### src/rtl/audio_codec_cfg_seq.sv
// audio_codec_cfg_seq: power-up register writer for a WM8731-class codec on its 2-wire
// control bus. Walks an 11-entry table, one 3-byte write per entry, with ACK check and retry.
module audio_codec_cfg_seq #(
    parameter int         CLK_DIV    = 125,
    parameter logic [6:0] DEV_ADDR   = 7'h1A,
    parameter int         MAX_RETRY  = 3,
    parameter int         GAP_TICKS  = 8,
    parameter bit         AUTO_START = 1'b1
) (
    input  logic       clk,
    input  logic       reset,
    input  logic       start,
    input  logic       i2c_sdat_in,
    output logic       i2c_sclk,
    output logic       i2c_sdat_oe,
    output logic       busy,
    output logic       done,
    output logic       error,
    output logic [3:0] err_index
);

    localparam int DW = (CLK_DIV > 1) ? $clog2(CLK_DIV) : 1;
    localparam int GW = $clog2(GAP_TICKS + 1);
    localparam int RW = $clog2(MAX_RETRY + 2);

    localparam logic [DW-1:0] DIV_LAST    = DW'(CLK_DIV - 1);
    localparam logic [GW-1:0] GAP_LAST    = GW'(GAP_TICKS - 1);
    localparam logic [RW-1:0] RETRY_LIMIT = RW'(MAX_RETRY);
    localparam logic [3:0]    LAST_ENTRY  = 4'd10;

    typedef enum logic [2:0] {
        S_IDLE,
        S_START,
        S_BYTE,
        S_ACK,
        S_STOP,
        S_GAP,
        S_FIN,
        S_ERR
    } state_t;

    // What the GAP state does once it expires.
    typedef enum logic [1:0] {
        OUT_OK,
        OUT_RETRY,
        OUT_FAIL
    } outcome_t;

    // Entry packed as {reg[6:0], data[8:0]}, so bits [15:8] are the second wire byte.
    function automatic logic [15:0] table_entry(input logic [3:0] idx);
        case (idx)
            4'd0:    table_entry = {7'h0F, 9'h000};
            4'd1:    table_entry = {7'h06, 9'h000};
            4'd2:    table_entry = {7'h00, 9'h017};
            4'd3:    table_entry = {7'h01, 9'h017};
            4'd4:    table_entry = {7'h02, 9'h079};
            4'd5:    table_entry = {7'h03, 9'h079};
            4'd6:    table_entry = {7'h04, 9'h012};
            4'd7:    table_entry = {7'h05, 9'h000};
            4'd8:    table_entry = {7'h07, 9'h042};
            4'd9:    table_entry = {7'h08, 9'h000};
            4'd10:   table_entry = {7'h09, 9'h001};
            default: table_entry = 16'h0000;
        endcase
    endfunction

    function automatic logic [7:0] wire_byte(input logic [3:0] idx, input logic [1:0] sel);
        logic [15:0] ent;
        ent = table_entry(idx);
        case (sel)
            2'd0:    wire_byte = {DEV_ADDR, 1'b0};
            2'd1:    wire_byte = ent[15:8];
            default: wire_byte = ent[7:0];
        endcase
    endfunction

    // Pad levels {sclk, sdat_oe} for a given state/quarter; b is the data bit being sent.
    function automatic logic [1:0] bus_levels(input state_t s, input logic [1:0] q, input logic b);
        case (s)
            S_START: begin
                case (q)
                    2'd0:    bus_levels = 2'b10;
                    2'd1:    bus_levels = 2'b11;
                    default: bus_levels = 2'b01;
                endcase
            end
            S_BYTE:  bus_levels = {q[1], ~b};
            S_ACK:   bus_levels = {q[1], 1'b0};
            S_STOP: begin
                case (q)
                    2'd0:    bus_levels = 2'b01;
                    2'd1:    bus_levels = 2'b11;
                    default: bus_levels = 2'b10;
                endcase
            end
            default: bus_levels = 2'b10;
        endcase
    endfunction

    state_t        state, state_d;
    outcome_t      outcome, outcome_d;
    logic [1:0]    phase, phase_d;
    logic [2:0]    bit_idx, bit_idx_d;
    logic [1:0]    byte_sel, byte_sel_d;
    logic [3:0]    index, index_d;
    logic [RW-1:0] retry_cnt, retry_d;
    logic [GW-1:0] gap_cnt, gap_d;
    logic [DW-1:0] div_cnt;
    logic [7:0]    byte_val_d;
    logic [1:0]    levels_d;
    logic          sdat_meta, sdat_sync;
    logic          auto_pending;
    logic          tick;
    logic          launch;

    assign busy      = !(state inside {S_IDLE, S_FIN, S_ERR});
    assign done      = (state == S_FIN);
    assign error     = (state == S_ERR);
    assign err_index = error ? index : 4'd0;
    assign tick      = busy && (div_cnt == DIV_LAST);
    assign launch    = start || auto_pending;

    // NOTE: sequential state uses non-blocking assignments so every flop samples pre-edge values.
    always_ff @(posedge clk or posedge reset) begin
        if (reset) begin
            div_cnt      <= '0;
            sdat_meta    <= 1'b1;
            sdat_sync    <= 1'b1;
            auto_pending <= AUTO_START;
        end else begin
            sdat_meta    <= i2c_sdat_in;
            sdat_sync    <= sdat_meta;
            auto_pending <= 1'b0;
            if (!busy || tick) div_cnt <= '0;
            else               div_cnt <= div_cnt + DW'(1);
        end
    end

    always_ff @(posedge clk or posedge reset) begin
        if (reset) begin
            state       <= S_IDLE;
            outcome     <= OUT_OK;
            phase       <= '0;
            bit_idx     <= 3'd7;
            byte_sel    <= '0;
            index       <= '0;
            retry_cnt   <= '0;
            gap_cnt     <= '0;
            i2c_sclk    <= 1'b1;
            i2c_sdat_oe <= 1'b0;
        end else begin
            state       <= state_d;
            outcome     <= outcome_d;
            phase       <= phase_d;
            bit_idx     <= bit_idx_d;
            byte_sel    <= byte_sel_d;
            index       <= index_d;
            retry_cnt   <= retry_d;
            gap_cnt     <= gap_d;
            {i2c_sclk, i2c_sdat_oe} <= levels_d;
        end
    end

    always_comb begin
        // NOTE: every variable takes its hold value first so no branch can leave one unassigned and infer a latch.
        state_d    = state;
        outcome_d  = outcome;
        phase_d    = phase;
        bit_idx_d  = bit_idx;
        byte_sel_d = byte_sel;
        index_d    = index;
        retry_d    = retry_cnt;
        gap_d      = gap_cnt;

        case (state)
            S_IDLE, S_FIN, S_ERR: begin
                if (launch) begin
                    state_d    = S_START;
                    outcome_d  = OUT_OK;
                    phase_d    = '0;
                    bit_idx_d  = 3'd7;
                    byte_sel_d = '0;
                    index_d    = '0;
                    retry_d    = '0;
                    gap_d      = '0;
                end
            end
            S_START: begin
                if (tick) begin
                    phase_d = phase + 2'd1;
                    if (phase == 2'd3) begin
                        state_d    = S_BYTE;
                        byte_sel_d = '0;
                        bit_idx_d  = 3'd7;
                    end
                end
            end
            S_BYTE: begin
                if (tick) begin
                    phase_d = phase + 2'd1;
                    if (phase == 2'd3) begin
                        if (bit_idx == 3'd0) state_d = S_ACK;
                        else                 bit_idx_d = bit_idx - 3'd1;
                    end
                end
            end
            S_ACK: begin
                if (tick) begin
                    phase_d = phase + 2'd1;
                    if (phase == 2'd3) begin
                        if (sdat_sync) begin
                            state_d = S_STOP;
                            if (retry_cnt == RETRY_LIMIT) begin
                                outcome_d = OUT_FAIL;
                            end else begin
                                outcome_d = OUT_RETRY;
                                retry_d   = retry_cnt + RW'(1);
                            end
                        end else if (byte_sel == 2'd2) begin
                            state_d   = S_STOP;
                            outcome_d = OUT_OK;
                            retry_d   = '0;
                        end else begin
                            state_d    = S_BYTE;
                            byte_sel_d = byte_sel + 2'd1;
                            bit_idx_d  = 3'd7;
                        end
                    end
                end
            end
            S_STOP: begin
                if (tick) begin
                    phase_d = phase + 2'd1;
                    if (phase == 2'd3) begin
                        state_d = S_GAP;
                        gap_d   = '0;
                    end
                end
            end
            S_GAP: begin
                if (tick) begin
                    if (gap_cnt == GAP_LAST) begin
                        gap_d   = '0;
                        phase_d = '0;
                        case (outcome)
                            OUT_OK: begin
                                if (index == LAST_ENTRY) begin
                                    state_d = S_FIN;
                                end else begin
                                    state_d = S_START;
                                    index_d = index + 4'd1;
                                end
                            end
                            OUT_RETRY: state_d = S_START;
                            default:   state_d = S_ERR;
                        endcase
                    end else begin
                        gap_d = gap_cnt + GW'(1);
                    end
                end
            end
            default: state_d = S_IDLE;
        endcase

        // Pads are registered from the next state so they move on the same edge as the FSM.
        byte_val_d = wire_byte(index_d, byte_sel_d);
        levels_d   = bus_levels(state_d, phase_d, byte_val_d[bit_idx_d]);
    end

endmodule

### config.mk
export PLATFORM = sky130hd
export DESIGN_NAME = audio_codec_cfg_seq
export DESIGN_NICKNAME = d
export VERILOG_FILES = /design/src/rtl/audio_codec_cfg_seq.sv
export SDC_FILE = /design/constraint.sdc
export NUM_CORES = 1
export LEC_CHECK = 0
export ABC_AREA = 1
export BUFFER_PORTS_ARGS = -buffer_cell sky130_fd_sc_hd__buf_2
export CAP_MARGIN = 30
export CORE_ASPECT_RATIO = 0.8
export CORE_MARGIN = 8
export CORE_UTILIZATION = 39
export CTS_BUF_LIST = sky130_fd_sc_hd__clkbuf_16
export DETAILED_ROUTE_END_ITERATION = 10
export GPL_ROUTABILITY_DRIVEN = 1
export GPL_TIMING_DRIVEN = 1
export HOLD_SLACK_MARGIN = 0.08
export PLACE_DENSITY = 0.56
export SKIP_LAST_GASP = 1
export SYNTH_ARGS = -nofsm -noshare
export SYNTH_HDL_FRONTEND = slang
export SYNTH_SLANG_ARGS = --single-unit
### constraint.sdc
create_clock -name clk -period 3.2 [get_ports clk]
set_input_delay 0.32 -clock clk [delete_from_list [all_inputs] [get_ports clk]]
set_output_delay 0.32 -clock clk [all_outputs]
set_load 0.03 [all_outputs]
* Yosys cells after proc, flatten, opt, wreduce, memory -nomap -nowiden
Memories as Yosys holds them, arrays and structs flattened.
Index checks and enable logic that the tools add are counted.
Widths: inputs -> output; s select.
** Word-level totals
- Input bits :: 4
- Logic and storage cells :: 144
- Bits in read-only memories :: 176
- Memories kept :: 1
- Flip-flop bits (word level) :: 35
** Cells by class
- Bitwise operators :: 1
- Multiplexer cells :: 75
- $lt $le $gt $ge :: 1
- Reductions and logical operators :: 17
- Add/subtract/negate cells :: 7
- Equality and inequality tests :: 28
** Memory list
- (no name shown) :: depth 16, width 11, read ports 1, clocked after memory_dff 0, wr ports 0, RTL line 51 : case (idx)
** Operators by type and width (count)
- $mux 3 :: 31
- $mux 4 :: 11
- $mux 2 :: 17
- $pmux 3 s6 :: 1
- $pmux 8 s2 :: 1
- $eq 3x2->1 const B :: 5
- $eq 3x3->1 const B :: 5
- $ne 2x2->1 const B :: 6
- $pmux 2 s2 :: 3
- $pmux 2 s3 :: 2
- $pmux 3 s2 :: 2
- $pmux 3 s4 :: 1
- $pmux 4 s3 :: 1
- $reduce_and 5->1 :: 2
- $add 4x1->4 const B :: 2
- $pmux 2 s4 :: 1
- $pmux 4 s2 :: 1
- $add 7x1->7 const B :: 1
- $eq 7x7->1 const B :: 1
- $mux 7 :: 1
- $eq 2x1->1 const B :: 3
- $eq 3x1->1 const B :: 2
- $logic_not 2->1 :: 3
- $logic_not 3->1 :: 2
- other kinds (19) :: 24

* Logic depth before layout (Yosys ltp)
Gate-level depths: netlist (run 1).
- Word-level depth :: 12
- Mapped depth :: 21
- Mapped depth without buffers :: 21

* Least setup slack after synthesis (run 1)
OpenSTA, ideal clock, no wires.
- Path kind :: register -> register
- From :: reg state[2]
- To :: reg i2c_sdat_oe
- Period minus slack after synthesis :: 2534 ps
- Cell stages (with the launch flop) :: 21
- Slack :: 666 ps
- Setup time :: 124 ps
- Required time :: 3076 ps
- Arrival time :: 2410 ps
- Buffers on the path :: 1
- Cell sequence :: dfrtp_1 buf_6 nand3_1 inv_1 nor2_4 nand2_4 nand2_1 nand3_1 nand2_1 inv_1 ha_1 nand2_1 nand2_1 nand2_1 nand3_1 nand2_1 nand2_1 nand2_1 nand3_1 nand2_1 nand3_1
** Between the ends
- Cells in the longest elaborated chain, start to end :: 12
** Ends and longest elaborated chain
- from (decl) :: RTL line 100 : state_t state, state_d;
- from (signal assigned) :: RTL line 152 : state <= state_d;
- $eq 3x3->1
- via done :: RTL line 17 : output logic done,
- $reduce_bool 3->1 :: RTL line 116 : assign busy = !(state inside {S_IDLE, S_FIN, S_ERR});
- $logic_not 1->1 :: RTL line 116
- via busy :: RTL line 16 : output logic busy,
- $logic_and 1x1->1 :: RTL line 120 : assign tick = busy && (div_cnt == DIV_LAST);
- $mux 4 :: RTL line 241 : if (tick) begin
- $pmux 4 s2 :: RTL line 175 : case (state)
- via index_d[1] :: RTL line 105 : logic [3:0] index, index_d;
- $mem_v2 16x11
- $pmux 8 s2 :: RTL line 70 : case (sel)
- $bmux 1 s3 :: RTL line 267 : levels_d = bus_levels(state_d, phase_d, byte_val_d[bit_idx_d]);
- $mux 1 (implied by the code) :: RTL line 267
- $not 1->1 :: RTL line 87 : S_BYTE: bus_levels = {q[1], ~b};
- $pmux 2 s4 :: RTL line 79 : case (s)
- via levels_d[0] :: RTL line 110 : logic [1:0] levels_d;
- to (signal assigned) :: RTL line 160 : {i2c_sclk, i2c_sdat_oe} <= levels_d;
- to (decl) :: RTL line 15 : output logic i2c_sdat_oe,
The timed path passes the listed nets, and every way through them passes these cells. The select of a mux whose other input is x is not followed.
A chain may end at the register's enable or synchronous reset.

* Worst setup path in the final report (run 1)
- From :: reg state[2]
- To :: reg i2c_sdat_oe
** Between the ends
- Cells in the longest elaborated chain, start to end :: 12
** Ends and longest elaborated chain (RTL line)
- $eq 3x3->1 or $logic_not 3->1 (tied branches) :: 116, 175
- $reduce_bool 3->1 :: 116
- $logic_not 1->1 :: 116
- $logic_and 1x1->1 :: 120
- $mux 4 :: 241
- $pmux 4 s2 * :: 175
- via index_d[1] :: 105
- $mem_v2 16x11 *
- $pmux 8 s2 * :: 70
- $bmux 1 s3 * :: 267
- $mux 1 (implied by the code) * :: 267
- $not 1->1 * :: 87
- $pmux 2 s4 * :: 79
- via levels_d[0] :: 110
Mark *: on every way through the listed nets, which the timed path passes. The rest lies on a longest branch. The select of a mux whose other input is x is not followed.

==> results of run 1 <==
## stage by stage
step	setup WS (ns)	area (µm²)	power, mW	hold slack (ns)
global route	0.03067	3189	2.398	0.1359
global placement	0.4321	3052	1.708	0.3461
CTS	0.3491	3189	2.192	0.1368
detailed placement	0.3502	3052	1.709	0.3513
floorplan	0.6657	2898	1.490	0.3245
finish	0.2993	3189	2.191	0.1342
## flip-flops by register name, summed over array words and instances, names as in the netlist, 2 cells and up
signal and count:
byte_sel 2, outcome 2, div_cnt 7, phase 2, bit_idx 3, gap_cnt 4, state 3, retry_cnt 3
index 4
## cells by family (layout without fill, tap and decap cells)
family	count (synthesis)	after routing	synth area share, %
AOI/OAI and AO/OA	61	61	12.82
adders and majority gates	18	18	7.772
xor gates and xnor gates	5	5	1.512
other	1	1	0.1294
DFF	35	35	30.53
and+or+nand+nor	232	232	37.65
buffers and inverters	69	87	9.585
## synthesized netlist by cell type, types with 2 or more instances
cell	count	share of area [%]
nor2_1	36	4.7
dfrtp_1	28	24
o21ai_1	5	0.86
nor3_1	4	0.69
a31oi_1	2	0.43
nand2_2	7	1.5
a21oi_1	18	3.1
dfstp_2	7	6.3
buf_6	2	0.78
a21oi_2	2	0.60
nand2_4	3	1.2
o21ai_2	4	1.2
nand4_1	3	0.65
xnor2_1	2	0.60
nor2_2	2	0.43
inv_1	61	7.9
nand3_1	50	8.6
inv_2	4	0.52
o21ai_0	22	3.8
nor2_4	4	1.6
o211ai_1	2	0.52
nand2_1	112	15
nand3_2	7	2.4
xor2_1	3	0.91
ha_1	18	7.8
## power groups by stage
| stage | sequential [mW] | combinational (mW) | clock [mW] |
|---|---|---|---|
| 2_1_floorplan | 0.616 | 0.875 | 0 |
| 4_1_cts | 0.644 | 1.07 | 0.481 |
| 3_5_place_dp | 0.650 | 1.06 | 0 |
| 5_1_grt | 0.660 | 1.23 | 0.504 |
| 3_3_place_gp | 0.648 | 1.06 | 0 |
| 6_report | 0.645 | 1.07 | 0.474 |
## worst paths after layout
check,cells after the start,endpoint,start,slack [ns]
worst max-delay path,16,i2c_sdat_oe,state[2],0.30
min in group clk,1,sdat_meta,i2c_sdat_in,0.14
worst min register to register,0,sdat_sync,sdat_meta,0.36
max in group asynchronous,3,bit_idx[1],reset,2.71
worst min-delay path,3,gap_cnt[3],reset,0.13
worst max register to register,16,i2c_sdat_oe,state[2],0.30
## worst max-delay path, stage by stage, from the launching register on
cell and delay [ns]:
dfrtp_1 0.57, inv_1 0.19, nand2_2 0.15, nand3_2 0.12
nor2_4 0.35, nand2_1 0.10, nand3_1 0.09, nand2_1 0.14
inv_1 0.14, ha_1 0.21, nand2_2 0.08, o21ai_0 0.24
nand2_1 0.09, a21oi_1 0.12, a21oi_1 0.08, nand2_1 0.07
nand3_1 0.06
## layer usage
metal | share of wire, % | vias to the layer above
li1 | - | 1392
met1 | 53 | 1271
met2 | 42 | 67
met3 | 4.8 | 5
met4 | 0.74 | 0
met5 | 0 | -
## final cells by class
cell class / count / area (µm²)
multi-input combinational: 317 / 1735
timing repair buffer: 14 / 75.07
tap: 90 / 112.6
inverter: 65 / 244.0
fill: 766 / 4098
sequential: 35 / 884.6
clock buffer: 5 / 125.1
clock inverter: 3 / 12.51
==> impl_metrics.ini, run 1 <==
[detailed_routing]
avgViaCountPerCell = 5.170
wl_per_cell_um = 13.96
drt-initial-drc-count = 274
drc = 0
num_vias = 2735
wirelength_um = 7384
postRouteAntennaNets = 0
dr.pass1.iters = 4

[run_status]
status = completed

[global_route]
use_met1_pct = 21.93
grt.overflow.total = 0
grt.met2_usage_pct = 22.51
grtUsageMet3_pct = 2.833
grt_pass1_wl_um = 12950
grt_start_max_net_pins = 36
grt_util_all_layers_pct = 15.14
busiest_layer = met2
antenna_found_initial = 0
grt_pass1_vias = 2621

[sta]
hold_viol_final = 0
finalCritPeriodShare_pct = 90.65
maxSlewViolCount = 0
grt_setup_unrepaired = no
fin_setup_tns_ns = 0
fin_worst_skew_ns = 0.006853
fmax_ghz = 0.3447
period_minus_slack_ns = 2.901
setup_viol = 0

[die]
dieArea_um2 = 10460
die-height_um = 93.10
ios = 13
core_area_um2 = 7287
start_util_pct = 39.77
die_x_um = 112.4
num_rows = 28

[clock_tree]
clk_latency_ns = 0.28
ctsLongestPathBuffers = 2
cts_tree = yes
cts_made_buffers = 5
cts_resized = 0
cts.sinks = 35
htree_levels = 2
cts_root_buffer = clkbuf_16
path_clk_slew_ns = 0.06
postCtsSetupRepairBufs = 0
cts_hold_buf = 0

[pwr]
swShare_pct = 46.18
power_switching_mw = 1.012
intPower_mw = 1.179
clock_power_share_pct = 21.6
pwr-share-comb_pct = 48.9
power.leakage_nw = 1.671
pwr_density_cell_nw_per_um2 = 686.9
peakVddDrop_mv = 0.3396
pwr-share-seq_pct = 29.4

[logic_synthesis]
yosys_register_bits = 35
netlist_instances = 421
synth_edf_count = 0
ys.flop_type = dfrtp_1
synth_seq_area_share_pct = 30.53
syn_area_um2 = 2898
syn-num-nets = 443
avgSynthCellArea_um2 = 6.883
synthArstFlopShare_pct = 100.0
ys_types = 38
yosys_warnings = 0

[placed_design]
gp_congestion = 0.9785
dpl.hpwl_um = 5653
placed_cells = 521
io_buffers = 12

[final_layout]
fin_util_pct = 43.77
num_antenna_cells = 0
fin_cells = 529
final_cell_mix = 112 x nand2_1, 62 x inv_1, 50 x nand3_1
syn_to_final_growth_pct = 10.06
mostFrequentLayoutCell = nand2_1
nNetsFinal = 460
final_layout_size_suffix_gt1_share_pct = 14.58

[setup_path]
start_kind = flop
path_class = flop to flop
end_kind = flop
arrival_ns = 3.07
crit_fanout = 14
worst-endpoint-required_ns = 3.37

[worst_hold_path]
hp-class = input port to asynchronous set/reset pin

[job]
max_cap_viol_count = 0
No activity file was read; power rests on OpenSTA's default activity.
==> inputs of run 2 (changes only) <==
CORE_ASPECT_RATIO = 2   (was 0.8)
clock period = 3.5 ns   (was 3.2 ns; I/O delays follow)
==> impl_metrics.ini, run 2 (synthesis results as in run 1) <==
[run_status]
status = completed

[sta]
hold_viol_final = 0
maxSlewViolCount = 0
setup_viol = 0
fmax_ghz = 0.3465
finalWorstSetupSlack_ns = 0.6138
grt_setup_unrepaired = no
fin_setup_tns_ns = 0
period_minus_slack_ns = 2.886
finalCritPeriodShare_pct = 82.46
fin_worst_skew_ns = 0.002620

[final_layout]
largest_reg_flops = 7
final_cell_mix = 112 x nand2_1, 61 x inv_1, 50 x nand3_1
fillers = 760
final_area_um2 = 3204
final_layout_size_suffix_gt1_share_pct = 15.00
biggestRegsByFlops = div_cnt (7), gap_cnt (4), index (4)
mostFrequentLayoutCell = nand2_1
ff_latch_area_um2 = 884.6
num_antenna_cells = 0
nNetsFinal = 461
multi_input_area_um2 = 1735
syn_to_final_growth_pct = 10.58
top_register = div_cnt

[pwr]
power.leakage_nw = 1.677
peakVddDrop_mv = 0.2897
pwr_density_cell_nw_per_um2 = 632.0
pwr-share-comb_pct = 48.9
total_power_mw = 2.025
clock_power_share_pct = 21.7
power_switching_mw = 0.9432
swShare_pct = 46.57
intPower_mw = 1.082
pwr-share-seq_pct = 29.4

[global_route]
antenna_found_initial = 0
grt_pass1_vias = 2806
use_met1_pct = 15.05
grt_pass1_wl_um = 13430
grt_util_all_layers_pct = 16.02
grt_start_max_net_pins = 29
grtUsageMet3_pct = 2.597
grt.met2_usage_pct = 30.36
busiest_layer = met2
grt.overflow.total = 0

[setup_path]
path_cells = inv_1 > nand2_2 > nand3_2 > nor2_4 > nand2_1 > nand3_1 > nand2_1 > inv_1 > ha_1 > nand2_1 > nand2_1 > nand2_1 > nand3_1 > nand2_1 > nand2_1 > nand2_1 > nand3_1 > nand2_1 > nand3_1
worst-endpoint-required_ns = 3.66
start_kind = flop
cpMostUsedCell = nand2_1
end_kind = flop
crit_family = simple AND/OR/NAND/NOR gates
crit_fanout = 14
crit_slowest_cell = dfrtp_1
arrival_ns = 3.05
slowest_delay_ns = 0.56
worst-path-buf-inv = 2
path_class = flop to flop

[die]
dieArea_um2 = 10610
num_rows = 44
ios = 13
die-height_um = 137.9
die_x_um = 76.95
start_util_pct = 40.18
core_area_um2 = 7212

[detailed_routing]
num_vias = 2765
avgViaCountPerCell = 5.197
postRouteAntennaNets = 0
dr.pass1.iters = 4
drt-initial-drc-count = 162
wirelength_um = 8008
wl_per_cell_um = 15.05
drc = 0

[clock_tree]
htree_levels = 2
cts_root_buffer = clkbuf_16
cts_made_buffers = 5
clk_latency_ns = 0.29
cts.sinks = 35
ctsLongestPathBuffers = 2
path_clk_slew_ns = 0.06
cts_tree = yes

[placed_design]
dpl.hpwl_um = 6555
gp_congestion = 0.9054
dp_slack_ns = 0.6122
placed_cell_area_um2 = 3054
io_buffers = 12

[job]
max_cap_viol_count = 0

[worst_hold_path]
hp-class = input port to flop
run 2: cell types whose count changed in the layout (fill, tap and decap cells not counted):
cell           previous run  this run
clkinv_1                  1         0
inv_1                    62        61
dlygate4sd3_1             0         1
clkinv_2                  1         3
run 2: area by class of cell:
class                      count  share of cell area (%)
inverter                      65                   7.614
clock inverter                 3                  0.4686
timing repair buffer          15                   2.655
multi-input combinational    317                   54.16
tap                           92                   3.592
clock buffer                   5                   3.905
sequential                    35                   27.61
run 2: power groups by stage:
| stage | sequential, mW | combinational (mW) | clock, mW |
|---|---|---|---|
| 2_1_floorplan | 0.563 | 0.800 | 0 |
| 3_3_place_gp | 0.602 | 0.988 | 0 |
| 3_5_place_dp | 0.604 | 0.992 | 0 |
| 4_1_cts | 0.597 | 0.999 | 0.450 |
| 5_1_grt | 0.609 | 1.13 | 0.465 |
| 6_report | 0.595 | 0.990 | 0.440 |
run 2: path summary, 6_finish.rpt:
kind / cells past startpoint / to / slack (ns) / from
hold / removal: 1 / sdat_meta / 0.16 / i2c_sdat_in
setup / recovery: 19 / i2c_sdat_oe / 0.61 / state[2]
min in group asynchronous: 3 / phase[1] / 0.56 / reset
max in group asynchronous: 4 / bit_idx[0] / 2.23 / reset
setup reg to reg: 19 / i2c_sdat_oe / 0.61 / state[2]
hold reg to reg: 0 / sdat_sync / 0.36 / sdat_meta
run 2: timing repair:
action                                 CTS  global route
hold buffers                             1             0
buffers inserted                         0             0
resized for setup                        0             0
endpoints found under the hold margin    6             0
run 2: per-layer routing:
metal  share of wire, %  wire [µm]  up-vias
li1                   -          -     1396
met1                 36       2871     1293
met2                 55       4437       56
met3                2.8        226       20
met4                5.9        473        0
met5                  0          0        -
run 2: worst reg2reg max path, delay by kind of cell, from the launching register on:
kind	cells	cell delay (ns)
flip-flops	1	0.56
adder cells (fa/ha/maj)	1	0.26
AND/OR/NAND/NOR	16	1.60
buffers and inverters	2	0.35
run 2: through the flow:
step                util [%]  hold WS [ns]  std cells
floorplan                  -        0.3452        421
global placement       42.35        0.3191        523
detailed placement     42.35        0.3293        523
CTS                    44.43        0.1559        532
global route           44.43        0.1562        532
finish                 44.43        0.1585        532
==> inputs of run 3 (changes only) <==
clock period = 2.8 ns   (was 3.5 ns; I/O delays follow)
==> impl_metrics.ini, run 3 (synthesis results as in run 1) <==
[pwr]
pwr_density_cell_nw_per_um2 = 777.3
total_power_mw = 2.541
power.leakage_nw = 1.718
peakVddDrop_mv = 0.4467

[global_route]
grt_util_all_layers_pct = 16.12
grt_start_max_net_pins = 19
grt_pass1_vias = 2762
antenna_found_initial = 0
grt_pass1_wl_um = 13330
grt.overflow.total = 0

[detailed_routing]
dr.pass1.iters = 4
avgViaCountPerCell = 5.139
drc = 0
wl_per_cell_um = 15.19
wirelength_um = 8204
postRouteAntennaNets = 0
num_vias = 2775
drt-initial-drc-count = 144

[setup_path]
reg2reg_depth = 18
crit_slowest_cell = dfrtp_1
reg2reg_setup_slack_ns = 0.25
slowest_delay_ns = 0.41
crit_fanout = 8
end_kind = flop
path_class = flop to flop
start_kind = flop
cpMostUsedCell = nand2_1
arrival_ns = 2.72
r2r-start = state[2]
rr_endpoint = i2c_sdat_oe
path_cells = buf_4 > nand3_4 > nand3_2 > nor2_4 > buf_4 > nand2_1 > nor2_1 > nand3_1 > nand3_1 > nand2_1 > inv_1 > nand3_1 > nand2_1 > inv_1 > nand2_1 > a21oi_1 > nand2_1 > nand3_1
worst-endpoint-required_ns = 2.97

[job]
max_cap_viol_count = 0

[die]
ios = 13
die_x_um = 76.95
num_rows = 44
dieArea_um2 = 10610
die-height_um = 137.9
core_area_um2 = 7212
start_util_pct = 40.18

[clock_tree]
path_clk_slew_ns = 0.05
cts_tree = yes
ctsLongestPathBuffers = 2
cts.sinks = 35
htree_levels = 2
cts_root_buffer = clkbuf_16
clk_latency_ns = 0.28
cts_made_buffers = 5

[final_layout]
biggestRegsByFlops = div_cnt (7), gap_cnt (4), index (4)
final_cell_mix = 110 x nand2_1, 62 x inv_1, 50 x nand3_1
final_layout_size_suffix_gt1_share_pct = 17.63
final_area_um2 = 3269
largest_reg_flops = 7
num_antenna_cells = 0
fillers = 796
syn_to_final_growth_pct = 12.82
mostFrequentLayoutCell = nand2_1
nNetsFinal = 469
top_register = div_cnt
fin_util_pct = 45.33

[sta]
fin_worst_skew_ns = 0.003502
grt_setup_unrepaired = no
finalWorstSetupSlack_ns = 0.2452
period_minus_slack_ns = 2.555
worst_slew_margin_rel_pct = 52.58
setup_viol = 0
fmax_ghz = 0.3914
worstMarginPinSlew_ns = 0.7106
maxSlewViolCount = 0
fin_setup_tns_ns = 0
hold_viol_final = 0
finalCritPeriodShare_pct = 91.24

[placed_design]
dp_slack_ns = 0.08324
io_buffers = 12
gp_congestion = 0.9156
placed_cell_area_um2 = 3099
dpl.hpwl_um = 6673

[run_status]
status = completed

[worst_hold_path]
hp-class = input port to asynchronous set/reset pin
[run 3: cell types whose count changed in the layout (fill, tap and decap cells not counted), sizes merged]
cell / delta
dlygate4sd3: -1
clkinv: -2
inv: +2
buf: +9
[run 3: where the power goes]
part	internal, mW	switching [mW]
registers	0.629	0.103
clock network	0.321	0.207
logic	0.422	0.859
[run 3: what timing repair did]
action,CTS,global route
buffers inserted,0,3
endpoints found under the setup margin,0,1
hold buffers,0,0
gates resized for setup,0,6
[run 3: layout make-up]
class | instances | area [µm²] | share of cell area, %
multi-input combinational | 317 | 1743 | 53.31
clock inverter | 3 | 12.51 | 0.3827
timing repair buffer | 23 | 142.6 | 4.363
sequential | 35 | 887.1 | 27.13
clock buffer | 5 | 125.1 | 3.827
tap | 92 | 115.1 | 3.521
inverter | 65 | 244.0 | 7.463
[run 3: worst max path at each step]
stage,startpoint,slack [ns],to
floorplan,state[2],0.27,i2c_sdat_oe
global placement,state[0],0.07,i2c_sdat_oe
detailed placement,state[0],0.08,i2c_sdat_oe
CTS,state[0],0.08,i2c_sdat_oe
global route,state[2],0.006,i2c_sdat_oe
finish,state[2],0.25,i2c_sdat_oe
[run 3: through the flow]
| stage | hold slack, ns | instances |
|---|---|---|
| floorplan | 0.2845 | 421 |
| global placement | 0.3472 | 529 |
| detailed placement | 0.3505 | 529 |
| CTS | 0.09012 | 537 |
| global route | 0.08668 | 540 |
| finish | 0.09699 | 540 |
[run 3: layer usage]
metal	track usage, %	vias to the layer above	share of wire [%]
met4	12.72	0	5.3
met3	2.727	27	3.2
li1	-	1414	-
met1	14.50	1278	34
met2	30.93	56	57
met5	0	-	0
[run 3: critical path: cells and delay by family (launching register included)]
| kind | cells | cell delay, ns |
|---|---|---|
| compound gates | 1 | 0.05 |
| flops | 1 | 0.41 |
| simple gates | 13 | 1.43 |
| buf+inv | 4 | 0.55 |
